<file path="src/rtl/event_serializer.sv">
// Pops 136-bit event words from a show-ahead FIFO and streams them out MSB-first as OWIDTH beats.
// Define CHECKSUM_EN to append an XOR checksum beat to every frame.
module event_serializer #(
    parameter int DWIDTH = 136,
    parameter int OWIDTH = 8,
    parameter int CNTW   = 16
) (
    input  logic              clk,
    input  logic              rst_n,
    input  logic              fifo_empty,
    input  logic [DWIDTH-1:0] fifo_rdata,
    output logic              fifo_rd_en,
    output logic              out_valid,
    input  logic              out_ready,
    output logic [OWIDTH-1:0] out_data,
    output logic              out_last,
    output logic              busy,
    output logic [CNTW-1:0]   frames_sent
);

    localparam int NBEATS = DWIDTH / OWIDTH;
`ifdef CHECKSUM_EN
    localparam int FL = NBEATS + 1;
`else
    localparam int FL = NBEATS;
`endif
    localparam int IDXW = $clog2(FL + 1);
    localparam logic [IDXW-1:0] LAST_IDX = IDXW'(FL - 1);

    generate
        if (DWIDTH % OWIDTH != 0) begin : g_bad_width
            $error("event_serializer: DWIDTH must be a multiple of OWIDTH");
        end
    endgenerate

    typedef enum logic {IDLE, SEND} state_t;

    state_t            state_reg;
    logic [DWIDTH-1:0] shift_reg;
    logic [IDXW-1:0]   idx_reg;
    logic [CNTW-1:0]   frames_reg;
    logic              accept;
    logic              last_beat;
    logic              load;

    assign accept     = (state_reg == SEND) && out_ready;
    assign last_beat  = (idx_reg == LAST_IDX);
    // A pop happens either from IDLE or on the final accept, so at most once per frame.
    assign load       = !fifo_empty && ((state_reg == IDLE) || (accept && last_beat));
    assign fifo_rd_en = load;

    assign out_valid   = (state_reg == SEND);
    assign busy        = (state_reg == SEND);
    assign out_last    = (state_reg == SEND) && last_beat;
    assign frames_sent = frames_reg;

`ifdef CHECKSUM_EN
    logic [OWIDTH-1:0] csum_reg;

    always_ff @(posedge clk or negedge rst_n) begin
        if (!rst_n) begin
            csum_reg <= '0;
        end else if (load) begin
            csum_reg <= '0;
        end else if (accept && !last_beat) begin
            csum_reg <= csum_reg ^ shift_reg[DWIDTH-1 -: OWIDTH];
        end
    end

    assign out_data = last_beat ? csum_reg : shift_reg[DWIDTH-1 -: OWIDTH];
`else
    assign out_data = shift_reg[DWIDTH-1 -: OWIDTH];
`endif

    always_ff @(posedge clk or negedge rst_n) begin
        if (!rst_n) begin
            state_reg  <= IDLE;
            shift_reg  <= '0;
            idx_reg    <= '0;
            frames_reg <= '0;
        end else begin
            if (load) begin
                state_reg <= SEND;
                shift_reg <= fifo_rdata;
                idx_reg   <= '0;
            end else if (accept) begin
                shift_reg <= shift_reg << OWIDTH;
                if (last_beat) begin
                    state_reg <= IDLE;
                end else begin
                    idx_reg <= idx_reg + 1'b1;
                end
            end
            if (accept && last_beat) begin
                frames_reg <= frames_reg + 1'b1;
            end
        end
    end

endmodule

</file>
<file path="config.mk">
export PLATFORM = sky130hd
export DESIGN_NAME = event_serializer
export DESIGN_NICKNAME = d
export VERILOG_FILES = /design/src/rtl/event_serializer.sv
export SDC_FILE = /design/constraint.sdc
export NUM_CORES = 1
export LEC_CHECK = 0
export BUFFER_PORTS_ARGS = -buffer_cell sky130_fd_sc_hd__clkbuf_2
export CAP_MARGIN = 10
export CORE_UTILIZATION = 45
export CTS_CLUSTER_SIZE = 28
export DETAILED_ROUTE_END_ITERATION = 10
export PLACE_DENSITY = 0.71
export SYNTH_ARGS = -nofsm -noshare
export SYNTH_HDL_FRONTEND = slang
export SYNTH_SLANG_ARGS = --single-unit
</file>
<file path="constraint.sdc">
create_clock -name clk -period 1.83 [get_ports clk]
set_input_delay 0.366 -clock clk [delete_from_list [all_inputs] [get_ports clk]]
set_output_delay 0.366 -clock clk [all_outputs]
set_load 0.03 [all_outputs]
</file>
==> reports/metrics.csv <==
stage,metric,value,unit
run_status,status,finished with violations,
run_status,failing checks,setup timing,
clock_tree,Skew-Pair Late Insertion Delay,0.43,ns
place,hpwl dp,13.5,mm
critical_path,CP peak stage delay,0.35,ns
yosys,"Seq/Total Area, Yosys",51.0,%
final_layout,Final nets,1156,
clock_tree,cts bufs inserted,17,
timing,Final min period,2.10,ns
drt,Pre-antenna DRT Iters,5,
critical_path,WS Path Type,reg -> out,
clock_tree,Max Buffers Root-to-Sink,2,
global_route,antenna violations before repair,0,
final_layout,FF/Latch Area,3950,um^2
clock_tree,Worst-path clk slew,0.07,ns
timing,setup repair after global routing missed its margin,true,
critical_path,Crit path arrival time,1.74,ns
power_and_ir_drop,Pleak,4.75,nW
clock_tree,Sinks on Clock Net,158,
final_layout,ratio of cells with drive above 1 in the final layout,29.3,%
final_layout,Multi-input gate area,3600,um^2
yosys,Syn. warnings,0,
yosys,Adder-Cell Fraction of Synth Area,0.485,%
yosys,xor-xnor portion of the synthesized cell area,2.04,%
global_route,global-route wire length before repair,34.2,mm
drt,vias per cell,5.65,
floorplan,Die Ht,133,um
clock_tree,H-tree depth,4,
power_and_ir_drop,VDD IR max,0.777,mV
critical_path,critical path cell sequence,inv_1 > ha_2 > and4bb_2 > a21bo_4 > nand2b_4 > inv_6 > buf_8,
timing,final hold violation count,0,
run,Max Cap Violations,0,
global_route,vias in the first global route,6656,
timing,post-route setup slack,-0.271,ns
critical_path,Setup crit start kind,flop,
drt,drt total wl,22.1,mm
place,Final GP Congestion,0.822,
final_layout,"Area growth, synth to finish",29.8,%
timing,WHS,0.179,ns
critical_path,critical path required time,1.46,ns
global_route,grt ovf,0,
drt,drt initial violations,458,
power_and_ir_drop,Tot Pwr,0.0123,W
timing,Setup Skew,0.0125,ns
timing,worst-margin pin slew,0.645,ns
floorplan,Rows,47,
yosys,post-synth design cell area,7750,um^2
timing,endpoints failing setup,91,
floorplan,die footprint,17700,um^2
drt,drt drc,0,
timing,max_slew headroom,56.9,%
timing,Slew Limit Fails,0,
final_layout,Largest register FFs,136,
drt,routed vias,7046,
worst_hold_path,Tightest Hold Check Type,in -> reg,
drt,drt wl/cell,17.7,um
timing,Achievable Freq,476,MHz
critical_path,"Slowest-stage cell, CP",dfrtp_1,
global_route,largest net degree at the start of global routing,72,
floorplan,die width,133,um
yosys,compound-gate portion of the synthesized area,15.9,%
critical_path,Worst Path Max Fanout,3,
yosys,mux contribution to synthesized area,1.18,%
final_layout,fill count,1419,
clock_tree,CTS tree,built,
power_and_ir_drop,PD cells,1220,nW/um^2
yosys,Synthesized Nets,1001,
yosys,Post-Synth Simple-Gate Area,22.5,%
yosys,cells after synthesis,858,
final_layout,diodes inserted,0,
place,PortBufs,167,
place,"worst slack, placed",-0.0140,ns
floorplan,Top-Level Pins,168,
clock_tree,clock root cell,clkbuf_16,
global_route,GRT Util Overall,24.5,%
drt,DRT antenna net count,0,
timing,period utilization,115,%
yosys,distinct cell type count after synthesis,33,
yosys,syn avg cell area,9.03,um^2
floorplan,core box area,16700,um^2
yosys,largest family of logic cells by synthesized area,simple AND/OR/NAND/NOR gates,
floorplan,initial core utilization,46.4,%
critical_path,CP Capture Type,output port,
yosys,flop and latch count out of synthesis,158,
per-layer routing:
layer	vias up	share of wire, %	global-route usage [%]
met1	3448	44	33.7
met3	34	6.2	4.76
met2	269	49	39.3
met4	0	1.6	7.45
met5	-	0	0
li1	3295	-	-
synthesized netlist by cell type:
cell type	count	area, um^2
clkbuf_1	33	124
buf_2	26	130
mux2_2	1	11.3
ha_1	3	37.5
mux2i_1	8	80.1
buf_1	1	3.75
dfrtp_1	158	3950
buf_6	15	169
nand2_1	265	995
a32oi_1	128	1120
and4bb_1	1	12.5
inv_2	1	3.75
nor4_2	1	12.5
nor2_1	145	544
a21bo_4	1	16.3
nor4_4	1	21.3
nand4_1	4	25.0
a221o_1	8	80.1
and3b_1	1	8.76
and2_1	2	12.5
and4_1	2	17.5
nor4_1	1	6.26
o21ai_0	1	5.00
nor3_1	6	30.0
nor2b_1	1	6.26
xor2_1	13	114
buf_4	11	82.6
a21oi_1	2	10.0
nand3_1	7	35.0
xnor2_1	5	43.8
nand2b_2	1	8.76
inv_1	4	15.0
nor3_2	1	10.0
metrics by stage:
step / instance area [um^2] / util (%) / TNS, ns / cells
3_5_place_dp: 8810 / 52.7 / -0.0140 / 1194
6_report: 10100 / 60.2 / -11.87 / 1246
5_1_grt: 10100 / 60.2 / -18.01 / 1246
3_3_place_gp: 8810 / 52.7 / 0 / 1194
2_1_floorplan: 7750 / - / 0 / 858
4_1_cts: 9510 / 56.9 / -0.610 / 1233
worst max-delay path, delay by kind of cell, from the launching register on:
family | cells | cell delay [ns]
AO/OA/AOI/OAI | 1 | 0.24
adder cells (fa/ha/maj) | 1 | 0.16
buffers and inverters | 3 | 0.21
flip-flops | 1 | 0.35
AND/OR/NAND/NOR | 2 | 0.34
worst paths after layout:
path | startpoint | slack, ns | endpoint | depth (start not counted)
setup / recovery | idx_reg[1] | -0.27 | fifo_rd_en | 7
hold / removal | fifo_rdata[119] | 0.18 | shift_reg[119] | 3
setup reg to reg | idx_reg[1] | -0.27 | shift_reg[82] | 10
hold reg to reg | frames_sent[15] | 0.48 | frames_sent[15] | 1
max in group asynchronous | rst_n | 0.77 | shift_reg[34] | 3
min in group asynchronous | rst_n | 0.47 | frames_sent[11] | 2
power by group:
group	total [W]	internal (W)	leakage [nW]	switching, W
clock	0.00347	0.00199	0.276	0.00148
sequential	0.00543	0.00471	2.11	0.000725
combinational	0.00338	0.00162	2.36	0.00176
total	0.0123	0.00832	4.75	0.00397
cells in the final DEF (no fill, tap or decap), drive strengths merged, types with 4 or more instances in the layout:
| cell type | count |
|---|---|
| a221o | 8 |
| a32oi | 128 |
| buf | 53 |
| clkbuf | 189 |
| clkinv | 6 |
| dfrtp | 158 |
| inv | 6 |
| mux2i | 8 |
| nand2 | 265 |
| nand3 | 7 |
| nand4 | 4 |
| nor2 | 145 |
| nor3 | 7 |
| xnor2 | 5 |
| xor2 | 13 |
final cells by class:
class	count	share of cell area [%]
Clock buffer	21	4.68
Clock inverter	11	1.09
Inverter	5	0.236
Multi-Input combinational cell	609	35.8
Sequential cell	158	39.3
Tap cell	220	2.74
Timing Repair Buffer	222	16.1
logic make-up after synthesis:
| family | after synthesis |
|---|---|
| buffers and inverters | 91 |
| XOR/XNOR | 18 |
| flip-flops | 158 |
| AO/OA/AOI/OAI | 140 |
| multiplexers | 9 |
| AND/OR/NAND/NOR | 439 |
| adder cells (fa/ha/maj) | 3 |
what timing repair did:
item,CTS,global route
hold buffers,1,0
gates cloned,0,6
setup endpoints to repair,7,138
buffers inserted,6,9
gates resized for setup,16,56
hold endpoints to repair,45,0
pin swaps,5,16
No activity file was read; power rests on OpenSTA's default activity.
